--- src/rtl/cpc_bus_pkg.sv ---
// ---------------------------------------------------------------------------
// cpc_bus_pkg
// Shared definitions for the CPC bus front-end and the RAM-mapping stage:
//   - cyc_type_e  : bus cycle classification (NONE..INTACK)
//   - bus_state_e : cycle monitor state encoding (IDLE, ACTIVE, END)
//   - BANK_A15 / BANK_SEL : match values for the 0x7FXX bank-select port
//   - classify_cycle : start-clock classification of a Z80 bus cycle
//   - is_io_cycle    : true for cycles terminated by IORQ rather than MREQ
// ---------------------------------------------------------------------------
package cpc_bus_pkg;

    typedef enum logic [2:0] {
        CYC_NONE   = 3'd0,
        CYC_FETCH  = 3'd1,
        CYC_MRD    = 3'd2,
        CYC_MWR    = 3'd3,
        CYC_RFSH   = 3'd4,
        CYC_IORD   = 3'd5,
        CYC_IOWR   = 3'd6,
        CYC_INTACK = 3'd7
    } cyc_type_e;

    typedef enum logic [1:0] {
        ST_IDLE   = 2'd0,
        ST_ACTIVE = 2'd1,
        ST_END    = 2'd2
    } bus_state_e;

    localparam logic       BANK_A15 = 1'b0;
    localparam logic [1:0] BANK_SEL = 2'b11;

    // Priority-ordered classification of the start-clock sample. A memory
    // cycle with RD high is taken as a write because WR lags MREQ on the Z80.
    // An IO cycle with neither strobe yet is reported as IOWR; the caller
    // treats that as provisional.
    function automatic cyc_type_e classify_cycle(
        input logic mreq_b,
        input logic iorq_b,
        input logic rd_b,
        input logic m1_b,
        input logic rfsh_b
    );
        if (!rfsh_b)              return CYC_RFSH;
        else if (!mreq_b && !m1_b) return CYC_FETCH;
        else if (!mreq_b && !rd_b) return CYC_MRD;
        else if (!mreq_b)          return CYC_MWR;
        else if (!iorq_b && !m1_b) return CYC_INTACK;
        else if (!iorq_b && !rd_b) return CYC_IORD;
        else if (!iorq_b)          return CYC_IOWR;
        else                       return CYC_NONE;
    endfunction

    function automatic logic is_io_cycle(input cyc_type_e t);
        return (t == CYC_IORD) || (t == CYC_IOWR) || (t == CYC_INTACK);
    endfunction

endpackage

--- src/rtl/cpc_bank_port_decode.sv ---
// ---------------------------------------------------------------------------
// cpc_bank_port_decode
// Decodes writes to the 0x7FXX bank-select port with data[7:6]=11 and holds
// the resulting 6-bit bank configuration. Only the first qualifying clock of
// each IO write cycle updates the register.
// Ports:
//   clk, reset     : clock, synchronous active-high reset
//   cyc_start_evt  : a new bus cycle is being accepted this clock
//   iowr_active    : monitor is in ACTIVE with an IOWR cycle latched
//   wr_b, adr15    : sampled Z80 write strobe and address bit 15
//   data           : sampled data bus
//   bank_wr        : one-clock pulse when bank_cfg is updated
//   bank_cfg       : last accepted data[5:0]
// ---------------------------------------------------------------------------
module cpc_bank_port_decode
    import cpc_bus_pkg::*;
#(
    parameter logic [5:0] CFG_RESET = 6'b000000
) (
    input  logic       clk,
    input  logic       reset,
    input  logic       cyc_start_evt,
    input  logic       iowr_active,
    input  logic       wr_b,
    input  logic       adr15,
    input  logic [7:0] data,
    output logic       bank_wr,
    output logic [5:0] bank_cfg
);

    logic wr_done;
    logic hit;

    // wr_done blocks further updates while WR stays low for several clocks.
    assign hit = iowr_active && !wr_done && !wr_b &&
                 (adr15 == BANK_A15) && (data[7:6] == BANK_SEL);

    always_ff @(posedge clk) begin
        if (reset) begin
            bank_wr  <= 1'b0;
            bank_cfg <= CFG_RESET;
            wr_done  <= 1'b0;
        end else begin
            bank_wr <= hit;
            if (cyc_start_evt) begin
                wr_done <= 1'b0;
            end else if (hit) begin
                wr_done <= 1'b1;
            end
            if (hit) begin
                bank_cfg <= data[5:0];
            end
        end
    end

endmodule

--- src/rtl/cpc_bus_cycle_monitor.sv ---
// ---------------------------------------------------------------------------
// cpc_bus_cycle_monitor
// Samples Z80 bus strobes on the CPC clock, classifies each bus cycle and
// produces registered cycle-type, start/end/abort strobes, a memory-write
// window and a saturating wait-state count. Also hosts the bank-select port
// decoder.
// Ports:
//   clk, reset          : 4 MHz bus clock, synchronous active-high reset
//   mreq_b .. rfsh_b    : Z80 strobes, active-low
//   ready               : wait line, high = no wait
//   adr15, data         : address bit 15 and data bus
//   cyc_type            : type of current/last cycle
//   cyc_start, cyc_end  : one-clock pulses at cycle start / normal end
//   cyc_abort           : one-clock pulse when a cycle times out
//   mwr_active          : high through ACTIVE and END of a memory write
//   wait_cnt            : ready-low clocks in the current cycle, saturating
//   bank_wr, bank_cfg   : bank-select update pulse and register
// ---------------------------------------------------------------------------
module cpc_bus_cycle_monitor
    import cpc_bus_pkg::*;
#(
    parameter logic [5:0] CFG_RESET = 6'b000000,
    parameter int         WAIT_W    = 3,
    parameter int         MAX_CYC   = 15
) (
    input  logic              clk,
    input  logic              reset,
    input  logic              mreq_b,
    input  logic              iorq_b,
    input  logic              rd_b,
    input  logic              wr_b,
    input  logic              m1_b,
    input  logic              rfsh_b,
    input  logic              ready,
    input  logic              adr15,
    input  logic [7:0]        data,
    output logic [2:0]        cyc_type,
    output logic              cyc_start,
    output logic              cyc_end,
    output logic              mwr_active,
    output logic [WAIT_W-1:0] wait_cnt,
    output logic              bank_wr,
    output logic [5:0]        bank_cfg,
    output logic              cyc_abort
);

    localparam int TMO_W = $clog2(MAX_CYC + 1);

    function automatic logic [WAIT_W-1:0] sat_inc(input logic [WAIT_W-1:0] v);
        return (&v) ? v : v + 1'b1;
    endfunction

    logic              mreq_b_p1;
    logic              iorq_b_p1;
    bus_state_e        state;
    cyc_type_e         cyc_type_q;
    logic              prov_q;
    logic [TMO_W-1:0]  tmo_cnt;
    logic [TMO_W-1:0]  tmo_next;
    logic              start_evt;
    logic              start_acc;
    logic              start_prov;
    logic              req_high;
    logic              iowr_active;
    cyc_type_e         start_type;

    // Stage p1: previous strobe levels for falling-edge detection. These
    // follow the bus during reset too, so a strobe held low across reset
    // does not produce a spurious start.
    always_ff @(posedge clk) begin
        mreq_b_p1 <= mreq_b;
        iorq_b_p1 <= iorq_b;
    end

    assign start_evt   = (mreq_b_p1 && !mreq_b) || (iorq_b_p1 && !iorq_b);
    assign start_acc   = start_evt && (state != ST_ACTIVE);
    assign start_type  = classify_cycle(mreq_b, iorq_b, rd_b, m1_b, rfsh_b);
    assign start_prov  = (start_type == CYC_IOWR) && wr_b;
    assign req_high    = is_io_cycle(cyc_type_q) ? iorq_b : mreq_b;
    assign tmo_next    = tmo_cnt + 1'b1;
    assign iowr_active = (state == ST_ACTIVE) && (cyc_type_q == CYC_IOWR);
    assign cyc_type    = cyc_type_q;

    always_ff @(posedge clk) begin
        if (reset) begin
            state      <= ST_IDLE;
            cyc_type_q <= CYC_NONE;
            prov_q     <= 1'b0;
            tmo_cnt    <= '0;
            wait_cnt   <= '0;
            cyc_start  <= 1'b0;
            cyc_end    <= 1'b0;
            cyc_abort  <= 1'b0;
            mwr_active <= 1'b0;
        end else begin
            cyc_start <= 1'b0;
            cyc_end   <= 1'b0;
            cyc_abort <= 1'b0;
            case (state)
                ST_IDLE, ST_END: begin
                    // END also accepts a new start so an M1 fetch can be
                    // followed by its refresh cycle without an IDLE gap.
                    if (start_acc) begin
                        state      <= ST_ACTIVE;
                        cyc_start  <= 1'b1;
                        cyc_type_q <= start_type;
                        prov_q     <= start_prov;
                        wait_cnt   <= '0;
                        tmo_cnt    <= '0;
                        mwr_active <= (start_type == CYC_MWR);
                    end else begin
                        state      <= ST_IDLE;
                        mwr_active <= 1'b0;
                    end
                end
                ST_ACTIVE: begin
                    prov_q <= 1'b0;
                    // A provisional IOWR becomes IORD once RD shows up.
                    if (prov_q && !rd_b) begin
                        cyc_type_q <= CYC_IORD;
                    end
                    if (req_high) begin
                        state   <= ST_END;
                        cyc_end <= 1'b1;
                    end else if (tmo_next == TMO_W'(MAX_CYC)) begin
                        state      <= ST_IDLE;
                        cyc_type_q <= CYC_NONE;
                        cyc_abort  <= 1'b1;
                        mwr_active <= 1'b0;
                    end else begin
                        tmo_cnt <= tmo_next;
                        if (!ready) begin
                            wait_cnt <= sat_inc(wait_cnt);
                        end
                    end
                end
                default: begin
                    state      <= ST_IDLE;
                    mwr_active <= 1'b0;
                end
            endcase
        end
    end

    cpc_bank_port_decode #(
        .CFG_RESET (CFG_RESET)
    ) u_bank_port_decode (
        .clk           (clk),
        .reset         (reset),
        .cyc_start_evt (start_acc),
        .iowr_active   (iowr_active),
        .wr_b          (wr_b),
        .adr15         (adr15),
        .data          (data),
        .bank_wr       (bank_wr),
        .bank_cfg      (bank_cfg)
    );

endmodule

--- config.mk ---
export PLATFORM = sky130hd
export DESIGN_NAME = cpc_bus_cycle_monitor
export DESIGN_NICKNAME = d
export VERILOG_FILES = /design/src/rtl/cpc_bus_pkg.sv /design/src/rtl/cpc_bank_port_decode.sv /design/src/rtl/cpc_bus_cycle_monitor.sv
export SDC_FILE = /design/constraint.sdc
export NUM_CORES = 1
export LEC_CHECK = 0
export CORE_MARGIN = 5
export CORE_UTILIZATION = 45
export DETAILED_ROUTE_END_ITERATION = 12
export PLACE_DENSITY = 0.76
export SKIP_LAST_GASP = 1
export SYNTH_ARGS = -nofsm -noshare
export SYNTH_HDL_FRONTEND = slang
export SYNTH_SLANG_ARGS = --single-unit
--- constraint.sdc ---
create_clock -name clk -period 2.3 [get_ports clk]
set_input_delay 0.46 -clock clk [delete_from_list [all_inputs] [get_ports clk]]
set_output_delay 0.46 -clock clk [all_outputs]
set_load 0.03 [all_outputs]
### Yosys cells after proc, flatten, opt, wreduce, memory -nomap -nowiden

Cells that the tools add are included.

| cells by class | value |
|---|---|
| add/sub/neg operators | 2 |
| multipliers | 0 |
| div/mod/pow operators | 0 |
| order comparisons | 0 |
| equality and inequality tests | 17 |
| shift-type cells | 0 |
| muxes and demuxes | 36 |
| bitwise operators | 3 |
| reduce and logical (&&, ||, !) cells | 35 |

Operators with widths:

| cell | count |
|---|---|
| 3-bit two-way mux | 16 |
| 1-bit logical AND | 14 |
| 3-bit equality test (second input constant) | 4 |
| 4-bit two-way mux | 3 |
| 3-bit one-hot mux with 2 select lines | 2 |
| 2-bit inequality test (second input constant) | 5 |
| 1-bit two-way mux | 9 |
| 4-bit one-hot mux with 2 select lines | 1 |
| 2-bit OR reduction | 4 |
| 1-bit zero test | 6 |
| 6-bit AND reduction | 1 |
| 4-bit by 1-bit adder with 4-bit output (second input constant) | 1 |
| 2-bit equality test (second input constant) | 2 |
| 4-bit equality test (second input constant) | 1 |
| 2-bit two-way mux | 2 |
| 2-bit by 1-bit inequality test with 1-bit output (second input constant) | 2 |
| 1-bit one-hot mux with 2 select lines | 2 |
| 2-bit one-hot mux with 2 select lines | 1 |
| 2-bit AND reduction | 2 |
| 4-bit AND reduction | 1 |
| 3-bit by 1-bit adder with 3-bit output (second input constant) | 1 |
| 3-bit by 2-bit equality test with 1-bit output (second input constant) | 1 |
| 1-bit logical OR | 3 |
| 3-bit by 2-bit inequality test with 1-bit output (second input constant) | 1 |
| 6 further kinds | 8 |

| word-level totals | value |
|---|---|
| register bits after elaboration | 27 |
| latch bits | 0 |
| memory bits (writable) | 0 |
| memory bits (read-only) | 0 |
| bits of input ports | 18 |
| output and inout port bits | 17 |
| logic and storage cells | 107 |
| memories kept | 0 |

### Depth between registers and ports, before layout

Gate-level depths: netlist of run 1.

| depth | value |
|---|---|
| depth in word-level cells | 12 |
| depth in mapped cells | 7 |

### Modules after synthesis

Synthesis of run 1 repeated with hierarchy kept, for this count alone.

| unflattened totals | value |
|---|---|
| cell total of the unflattened synthesis | 150 |
| area total of the unflattened synthesis | 1,357.6 µm² |

Modules (own cells, without submodules):

| module | times used | cells each | area each (µm²) |
|---|---|---|---|
| cpc_bus_cycle_monitor | 1 | 117 | 1,004.7 |
| cpc_bank_port_decode | 1 | 33 | 352.8 |

### Worst setup path before layout of run 1

No wires, ideal clock.

| timing path | value |
|---|---|
| kind | register to register |
| start | register tmo_cnt[0] |
| end | register wait_cnt[0] |
| arrival | 1,702 ps |
| slack | 528 ps |
| stages on the path, launching flop included | 7 |
| path buffers | 0 |
| period minus slack after synthesis | 1,772 ps |
| cells stage by stage | dfxtp_1 ha_1 nor2b_1 a31oi_2 a21oi_4 or4_1 a21oi_1 |

| between the ends | value |
|---|---|
| longest elaborated chain between the ends | 4 |

RTL lines:

| item | line | source |
|---|---|---|
| from (decl) | cpc_bus_cycle_monitor.sv:58 | `logic [TMO_W-1:0] tmo_cnt;` |
| from (signal assigned) | cpc_bus_cycle_monitor.sv:131 | `tmo_cnt <= tmo_next;` |
| 4-bit by 1-bit adder with 4-bit output | cpc_bus_cycle_monitor.sv:80 | `assign tmo_next = tmo_cnt + 1'b1;` |
| 4-bit equality test | cpc_bus_cycle_monitor.sv:125 | `end else if (tmo_next == TMO_W'(MAX_CYC)) begin` |
| 2-bit inequality test (no source line) | - |  |
| 6-bit AND reduction (no source line) | - |  |
| to (signal assigned) | cpc_bus_cycle_monitor.sv:133 | `wait_cnt <= sat_inc(wait_cnt);` |
| to (decl) | cpc_bus_cycle_monitor.sv:41 | `output logic [WAIT_W-1:0] wait_cnt,` |

No other way between the ends.
A chain may end at the register's enable or synchronous reset.

### Worst setup path after layout of run 1

Ends and elaborated chain as after synthesis.

==> flow_summary.yaml, run 1 <==
timing:
  relSlewSlack_pct: 66.61
  finalHoldViolCount: 0
  fin_setup_tns_ps: 0
  skew_ps: 2.518
  rsz0062_at_grt: "no"
  slew_viol_final: 0
  fin_crit_sh_pct: 86.79
  fmax_ghz: 0.5010
  tightest_slew_ps: 499.3
  fin_crit_ps: 1996
  setup_viol: 0
routing:
  routed_wl_um: 2886
  ant_nets: 0
  dr_total_vias: 1149
  dr.pass1.iters: 4
  post_drt_via_cell_ratio: 5.551
  drc: 0
  wl_per_cell_um: 13.94
  drtIter0Drc: 45
setup_path:
  cp.required_ps: 2560
  startpoint_type: "register"
  worst-path-max-fanout: 8
  end_kind: "register"
  cp.arrival_ps: 2260
  rrSetupSlack_ps: 300
  criticalPathCategory: "register to register"
logic_synthesis:
  synthCells: 136
  synth-adder-area-share_pct: 3.953
  ys_ff_latch: 27
  syn_area_um2: 1266
  synth_cell_types: 39
  synth_top_family_by_area: "simple AND/OR/NAND/NOR gates"
  synth_edf_count: 0
  synth_warnings: 0
  ys_seq_area_share_pct: 42.69
  synth_xor_area_share_pct: 0.6917
  synthArstFlopShare_pct: 0
  synth_compound_area_share_pct: 17.19
  synth_fp_nets: 158
  synth_mux_area_share_pct: 9.289
  syn_avg_cell_area_um2: 9.310
  dominantRegCellSynth: "dfxtp_1"
  synth_simple_gate_area_share_pct: 24.11
final_layout:
  antenna_cells: 0
  fillCellCount: 234
  final_cell_mix: "clkdlybuf4s50_1 (34), dfxtp_1 (27), nor2_1 (17), a21oi_1 (10)"
  final_common_cell: "clkdlybuf4s50_1"
  drive_gt1_share_pct: 7.955
  areaGrowthSynthToFinish_pct: 34.09
  nNetsFinal: 199
cts:
  root_buffer: "clkbuf_4"
  post_cts_resized: 0
  post-cts-setup-buffer-count: 0
  clkTransAtPathRegs_ps: 140
  clock-sinks: 27
  h-tree-depth: 1
  postCtsHoldBufs: 0
  cts_buffers: 3
  clock_latency_ps: 330
  clock_path_buffers: 2
  cts_tree: "built"
die:
  io_pins: 35
  start_util_pct: 46.32
  dieWidth_um: 63.05
  dieArea_um2: 3975
  die_h_um: 63.05
  coreArea_um2: 2734
  row_count: 19
grt:
  grt_max_degree: 18
  gr-total-overflow: 0
  grt_util_all_layers_pct: 15.36
  grt_pass1_wl_um: 5009
  grt_pass1_vias: 1168
  antenna_found_initial: 0
run_status:
  status: "complete, no violations"
power_and_ir_drop:
  p_per_area_nw_per_um2: 513.9
  cellLeakagePower_nw: 0.6802
  peakVddDrop_mv: 0.2923
  power.total_w: 0.0008725
placed_design:
  gp_congestion: 0.8020
  dpl.hpwl_um: 2237
  io_buffers: 34
worst_hold_path:
  hold_class: "register to register"
run:
  maxCapViolations: 0
==> cells by family after synthesis <==
| kind of cell | after synthesis |
|---|---|
| AOI/OAI and AO/OA | 31 |
| adders and majority gates | 4 |
| and+or+nand+nor | 56 |
| muxes | 10 |
| DFF | 27 |
| xor gates and xnor gates | 1 |
| buffers and inverters | 7 |
==> worst max-delay path: stages (launching register included) <==
cell and delay, ps:
dfxtp_1 390, ha_1 270, nor2b_1 180, a31oi_2 360
a21oi_4 140, or4_1 470, a21oi_1 120
==> metrics by stage <==
step	worst slack, ps	instance area [um2]	instances	hold WS (ps)	utilization [%]
2_1_floorplan	527.6	1266	136	431.8	-
3_3_place_gp	182.8	1672	203	450.2	61.14
3_5_place_dp	158.3	1672	203	448.5	61.14
4_1_cts	331.2	1698	207	472.4	62.11
5_1_grt	170.9	1698	207	505.9	62.11
6_report	303.8	1698	207	476.8	62.11
==> layout make-up <==
class	count	area, um2	area share (%)
flip-flops and latches	27	540.5	31.83
clock buffers	4	26.28	1.548
well taps	31	38.79	2.284
repair buffers	39	377.9	22.25
inverters	4	15.01	0.8843
multi-input cells	102	699.4	41.19
==> where the power goes <==
group | switching [W] | leakage [nW] | internal [W]
Clock | 0.000140 | 0.0150 | 0.0000681
Combinational | 0.0000895 | 0.446 | 0.0000803
Sequential | 0.0000127 | 0.219 | 0.000482
==> sequential cells by signal, indices dropped and copies added (netlist names), 2 cells and up <==
| signal | count |
|---|---|
| tmo_cnt | 4 |
| u_bank_port_decode.bank_cfg | 6 |
| wait_cnt | 3 |
| state | 2 |
| cyc_type | 3 |
==> routing by layer <==
| metal | up-vias | global-route usage, % | routed length, um |
|---|---|---|---|
| met5 | - | 0 | 0 |
| met3 | 4 | 4.137 | 210 |
| met1 | 534 | 16.37 | 1157 |
| met2 | 36 | 27.56 | 1476 |
| li1 | 575 | - | - |
| met4 | 0 | 7.162 | 41 |
==> synth_stat cells (2+ instances only) <==
cell type	number	area [um2]
nand3b_1	3	22.52
nor3_1	5	25.02
nand2_1	5	18.77
o22ai_1	2	12.51
nand3_1	3	15.01
o311a_1	2	20.02
nor2b_1	4	25.02
nand4b_1	2	17.52
dfxtp_1	27	540.5
o21ai_0	2	10.01
nor2_1	17	63.81
clkbuf_1	3	11.26
ha_1	4	50.05
o21ai_1	4	20.02
a21oi_1	10	50.05
nand4_1	2	12.51
nor4_1	2	12.51
inv_1	4	15.01
nand2b_1	8	50.05
mux2i_1	8	80.08
==> final timing paths <==
kind	from	end	cells past startpoint
worst max-delay path	tmo_cnt[0]	wait_cnt[0]	6
worst max register to register	tmo_cnt[0]	wait_cnt[0]	6
worst min register to register	u_bank_port_decode.wr_done	u_bank_port_decode.wr_done	2
worst min-delay path	u_bank_port_decode.wr_done	u_bank_port_decode.wr_done	2
Power figures use the tool's default switching activity.
==> run 2, diff against run 1 <==
--- a/config.mk
+++ b/config.mk
@@ -6,9 +6,9 @@
 export NUM_CORES = 1
 export LEC_CHECK = 0
 export CORE_MARGIN = 5
-export CORE_UTILIZATION = 45
+export CORE_UTILIZATION = 42
 export DETAILED_ROUTE_END_ITERATION = 12
-export PLACE_DENSITY = 0.76
+export PLACE_DENSITY = 0.8
 export SKIP_LAST_GASP = 1
 export SYNTH_ARGS = -nofsm -noshare
 export SYNTH_HDL_FRONTEND = slang
==> constraint.sdc (replaced) <==
create_clock -name clk -period 1.8 [get_ports clk]
set_input_delay 0.36 -clock clk [delete_from_list [all_inputs] [get_ports clk]]
set_output_delay 0.36 -clock clk [all_outputs]
set_load 0.03 [all_outputs]
==> run 2 against run 1 <==
  * Routed wire length rose by 15%
  * Count of clock-buffer cells in the layout fell by 1
  * Global-route usage grew 0.71 points
  * Sequential share of layout area decreased by 3.4 points
  * Final cell count is 11% higher
  * Maximum frequency rose by 14%
  * Clock power up 32%
  * Sequential power up 28%
  * Flip-flop and latch count unchanged
  * Non-clock buffer count rose by 21
  * Power rose by 36%
  * Critical path type unchanged
==> flow_summary.yaml, run 2 (synthesis results as in run 1) <==
setup_path:
  startpoint_type: "register"
  cp.arrival_ps: 2010
  max_stage_delay_ps: 490
  rr_endpoint: "wait_cnt[0]"
  criticalPathCategory: "register to register"
  path_cells: "ha_1, nor2b_1, a31oi_4, a21oi_4, or4_4, a21oi_2"
  cp.required_ps: 2070
  crit_slowest_cell: "or4_4"
  regToRegStartpoint: "tmo_cnt[0]"
  end_kind: "register"
  worst-r2r-cell-count: 6
  worst-path-max-fanout: 4
  rrSetupSlack_ps: 60
timing:
  slew_viol_final: 0
  setup_viol: 0
  fin_setup_tns_ps: 0
  rsz0062_at_grt: "yes"
  tightest_slew_ps: 327.7
  fin_ws_ps: 55.90
  whs_ps: 476.2
  relSlewSlack_pct: 78.12
  finalHoldViolCount: 0
  fin_crit_ps: 1744
  skew_ps: 6.788
  fmax_ghz: 0.5734
  fin_crit_sh_pct: 96.89
final_layout:
  final_area_um2: 1907
  final_cell_mix: "buf_4 (26), dfxtp_1 (25), clkdlybuf4s50_1 (23), nor2_1 (16), a21oi_1 (9)"
  largest_reg_flops: 6
  nNetsFinal: 220
  final_common_cell: "buf_4"
  top_regs: "u_bank_port_decode.bank_cfg: 6 flops, tmo_cnt: 4 flops"
  antenna_cells: 0
  drive_gt1_share_pct: 21.83
  areaGrowthSynthToFinish_pct: 50.59
  top_register: "u_bank_port_decode.bank_cfg"
grt:
  grt_max_degree: 18
  grt_util_all_layers_pct: 16.07
  gr-total-overflow: 0
  antenna_found_initial: 0
  grt_pass1_vias: 1254
  grt_pass1_wl_um: 5292
power_and_ir_drop:
  p_per_area_nw_per_um2: 623.2
  internal-power_w: 0.0008533
  peakVddDrop_mv: 0.4452
  pwr-share-seq_pct: 53.2
  cellLeakagePower_nw: 0.9497
  comb_power_share_pct: 23.7
  p_switching_w: 0.0003350
  p_clk_share_pct: 23.1
  power.switching_fraction_pct: 28.19
run_status:
  status: "complete, no violations"
cts:
  clock_latency_ps: 330
  clkTransAtPathRegs_ps: 150
  postCtsHoldBufs: 0
  root_buffer: "clkbuf_4"
  cts_tree: "built"
  clock_path_buffers: 2
  clock-sinks: 27
  h-tree-depth: 1
  cts_buffers: 3
worst_hold_path:
  hold_path_depth: 2
  hold_class: "register to register"
  whs_endpoint: "u_bank_port_decode.wr_done"
  hp-start: "u_bank_port_decode.wr_done"
die:
  coreArea_um2: 2978
  dieWidth_um: 64.91
  io_pins: 35
  die_h_um: 64.91
  dieArea_um2: 4213
  row_count: 20
  start_util_pct: 42.52
routing:
  dr_total_vias: 1225
  wl_per_cell_um: 14.43
  drtIter0Drc: 48
  dr.pass1.iters: 4
  post_drt_via_cell_ratio: 5.326
  ant_nets: 0
  routed_wl_um: 3318
  drc: 0
placed_design:
  io_buffers: 34
  gp_congestion: 0.8286
  place_area_um2: 1802
  post-place-ws_ps: -213.6
  dpl.hpwl_um: 2566
run:
  maxCapViolations: 0
run 2: cell types whose count changed in the layout (fill, tap and decap cells not counted), moves of 2 or more:
| cell | change |
|---|---|
| dfxtp_1 | -2 |
| dlygate4sd2_1 | +3 |
| dfxtp_2 | +2 |
| clkdlybuf4s50_1 | -11 |
| buf_4 | +21 |
| dlymetal6s2s_1 | +8 |
run 2: critical path, delay by kind of cell, from the launching register on:
family / cells / cell delay, ps
AND/OR/NAND/NOR: 2 / 660
AO/OA/AOI/OAI: 3 / 460
flip-flops: 1 / 370
adder cells (fa/ha/maj): 1 / 200
run 2: what timing repair did:
item | CTS | global route
gates cloned | 0 | 0
pin swaps | 0 | 2
setup buffers | 0 | 4
setup endpoints to repair | 5 | 14
resized for setup | 6 | 13
run 2: how the worst max path moves through the flow:
stage | startpoint | end
floorplan | tmo_cnt[0] | wait_cnt[0]
global placement | iorq_b | wait_cnt[0]
detailed placement | iorq_b | wait_cnt[1]
CTS | tmo_cnt[0] | tmo_cnt[3]
global route | tmo_cnt[3] | wait_cnt[0]
finish | tmo_cnt[0] | wait_cnt[0]
run 2: through the flow:
step	std cells	utilization [%]	power, W
floorplan	136	-	0.0007650
global placement	222	60.50	0.0009005
detailed placement	222	60.50	0.0009089
CTS	226	61.85	0.001186
global route	230	64.03	0.001267
finish	230	64.03	0.001188
run 2: cell type report:
class / count / area (um2)
Fill cell: 258 / 1071
Multi-Input combinational cell: 102 / 724.4
Timing Repair Buffer: 60 / 551.8
Sequential cell: 27 / 543.0
Tap cell: 33 / 41.29
Clock buffer: 3 / 22.52
Inverter: 4 / 15.01
Clock inverter: 1 / 8.758
run 2: power groups by stage:
| stage | clock, W | sequential, W | combinational (W) |
|---|---|---|---|
| after floorplan | 0 | 0.000663 | 0.000102 |
| after global placement | 0 | 0.000643 | 0.000258 |
| after detailed placement | 0 | 0.000644 | 0.000265 |
| after CTS | 0.000288 | 0.000631 | 0.000267 |
| after global routing | 0.000328 | 0.000636 | 0.000303 |
| final | 0.000275 | 0.000632 | 0.000281 |
run 2: layer usage:
| metal | routed length [um] | GRT usage [%] | vias up | share of wire, % |
|---|---|---|---|---|
| li1 | - | - | 617 | - |
| met1 | 1437 | 17.77 | 576 | 43 |
| met5 | 0 | 0 | - | 0 |
| met2 | 1657 | 28.74 | 30 | 50 |
| met3 | 213 | 6.239 | 2 | 6.4 |
| met4 | 10 | 3.694 | 0 | 0.30 |
==> run 3, diff against run 2 <==
--- a/config.mk
+++ b/config.mk
@@ -6,9 +6,9 @@
 export NUM_CORES = 1
 export LEC_CHECK = 0
 export CORE_MARGIN = 5
-export CORE_UTILIZATION = 42
+export CORE_UTILIZATION = 30
 export DETAILED_ROUTE_END_ITERATION = 12
-export PLACE_DENSITY = 0.8
+export PLACE_DENSITY = 0.62
 export SKIP_LAST_GASP = 1
 export SYNTH_ARGS = -nofsm -noshare
 export SYNTH_HDL_FRONTEND = slang
==> run 3 against run 2 <==
  * Final cell count rose by 4.8%
  * Via count fell by 3.3%
  * Critical path depth decreased by 5
  * Global-route usage shrank 4.8 points
  * Routed wire length shrank 5.2%
  * Flip-flop and latch count unchanged
  * Hold slack got worse by 10 ps
  * Power increased by 3.6%
  * Count of clock-buffer cells in the layout stayed put
  * Maximum frequency down 0.56%
  * Non-clock buffer count is 6 lower
  * Critical endpoint is now cyc_type[2]
  * Largest cell class unchanged
  * Highest routed layer unchanged
==> flow_summary.yaml, run 3 (synthesis results as in run 1) <==
run_status:
  status: "complete, no violations"
grt:
  grt_max_degree: 17
  grt_pass1_vias: 1087
  grt_util_all_layers_pct: 11.24
  grt_pass1_wl_um: 5023
  gr-total-overflow: 0
  antenna_found_initial: 0
worst_hold_path:
  hp-start: "u_bank_port_decode.wr_done"
  hold_path_depth: 2
  hold_class: "register to register"
  whs_endpoint: "u_bank_port_decode.wr_done"
timing:
  fin_ws_ps: 46.06
  relSlewSlack_pct: 76.08
  slew_viol_final: 0
  fin_crit_sh_pct: 97.44
  whs_ps: 466.3
  skew_ps: 6.676
  fin_setup_tns_ps: 0
  finalHoldViolCount: 0
  fin_crit_ps: 1754
  tightest_slew_ps: 357.2
  rsz0062_at_grt: "yes"
  setup_viol: 0
  fmax_ghz: 0.5701
die:
  io_pins: 35
  die_h_um: 74.97
  row_count: 23
  dieWidth_um: 74.97
  start_util_pct: 31.21
  dieArea_um2: 5620
  coreArea_um2: 4058
setup_path:
  end_kind: "output pin"
  crit_slowest_cell: "clkdlybuf4s50_1"
  path_cells: "clkdlybuf4s50_1"
  max_stage_delay_ps: 710
  regToRegStartpoint: "tmo_cnt[1]"
  startpoint_type: "register"
  path_delay_family: "buffers and inverters"
  path_depth: 1
  worst-r2r-cell-count: 6
  cp.required_ps: 1440
  worst-path-max-fanout: 4
  criticalPathCategory: "register to output pin"
  path_buf_inv: 1
  cp.arrival_ps: 1390
  rrSetupSlack_ps: 80
  rr_endpoint: "tmo_cnt[3]"
routing:
  ant_nets: 0
  drc: 0
  dr_total_vias: 1184
  post_drt_via_cell_ratio: 4.913
  drtIter0Drc: 64
  dr.pass1.iters: 4
  routed_wl_um: 3145
  wl_per_cell_um: 13.05
final_layout:
  antenna_cells: 0
  final_cell_mix: "clkdlybuf4s50_1 (33), dfxtp_1 (25), buf_4 (20), nor2_1 (17), a21oi_1 (10)"
  largest_reg_flops: 6
  regArea_um2: 543.0
  nNetsFinal: 214
  final_common_cell: "clkdlybuf4s50_1"
  areaGrowthSynthToFinish_pct: 47.53
  top_regs: "u_bank_port_decode.bank_cfg: 6 flops, tmo_cnt: 4 flops"
  fillCellCount: 384
  multi_input_comb_area_um2: 711.9
  drive_gt1_share_pct: 17.28
  final_area_um2: 1868
  top_register: "u_bank_port_decode.bank_cfg"
  final_cells: 241
placed_design:
  post-place-ws_ps: -214.5
  gp_congestion: 0.8763
  dpl.hpwl_um: 2462
  place_area_um2: 1800
  io_buffers: 34
  place_inst: 236
power_and_ir_drop:
  power.switching_fraction_pct: 26.49
  p_switching_w: 0.0003261
  peakVddDrop_mv: 0.3821
  internal-power_w: 0.0009048
  comb_power_share_pct: 21.1
  pwr-share-seq_pct: 51.4
  p_clk_share_pct: 27.6
  p_per_area_nw_per_um2: 658.9
  cellLeakagePower_nw: 0.7707
cts:
  cts_buffers: 3
  clock_path_buffers: 2
  clock-sinks: 27
  clkTransAtPathRegs_ps: 90
  h-tree-depth: 1
  clock_latency_ps: 270
  cts_tree: "built"
  root_buffer: "clkbuf_8"
  postCtsHoldBufs: 0
run:
  maxCapViolations: 0
run 3: per-layer routing:
layer / global-route usage (%) / wire, um / up-vias
met1: 15.56 / 1484 / 535
li1: - / - / 606
met3: 3.204 / 213 / 4
met4: 1.186 / 17 / 0
met5: 0 / 0 / -
met2: 17.99 / 1430 / 39
run 3: worst max path at each step:
| stage | from | end | slack [ps] |
|---|---|---|---|
| final | cyc_type[2] | cyc_type[2] | 50 |
| after global routing | iorq_b | wait_cnt[0] | -30 |
| after CTS | tmo_cnt[1] | wait_cnt[0] | 20 |
| after detailed placement | iorq_b | wait_cnt[0] | -210 |
| after global placement | iorq_b | wait_cnt[0] | -160 |
| after floorplan | tmo_cnt[0] | wait_cnt[0] | 30 |
run 3: through the flow:
step | total power (W) | utilization (%)
floorplan | 0.0007650 | -
global placement | 0.0008957 | 44.37
detailed placement | 0.0009012 | 44.37
CTS | 0.001240 | 45.51
global route | 0.001287 | 46.04
finish | 0.001231 | 46.04
run 3: cell type report:
class	count	share of cell area, %
tap	50	3.349
sequential	27	29.07
multi-input combinational	102	38.11
inverter	4	0.8038
clock buffer	3	2.210
clock inverter	1	0.2679
timing repair buffer	54	26.19
run 3: power groups by stage:
stage	clock, W	sequential, W	combinational [W]
floorplan	0	0.000663	0.000102
global route	0.000372	0.000635	0.000281
detailed placement	0	0.000645	0.000256
CTS	0.000353	0.000631	0.000256
global placement	0	0.000644	0.000252
finish	0.000339	0.000632	0.000259
run 3: tightest hold or removal path: stages, from the launching register on:
cell	delay, ps
dfxtp_1	320
inv_1	50
a211oi_1	60
run 3: timing repair:
item / CTS / global route
cloned: 0 / 0
pin swaps: 0 / 2
resized for setup: 2 / 3
buffers inserted: 0 / 1
hold endpoints to repair: 0 / 0
setup endpoints to repair: 2 / 7
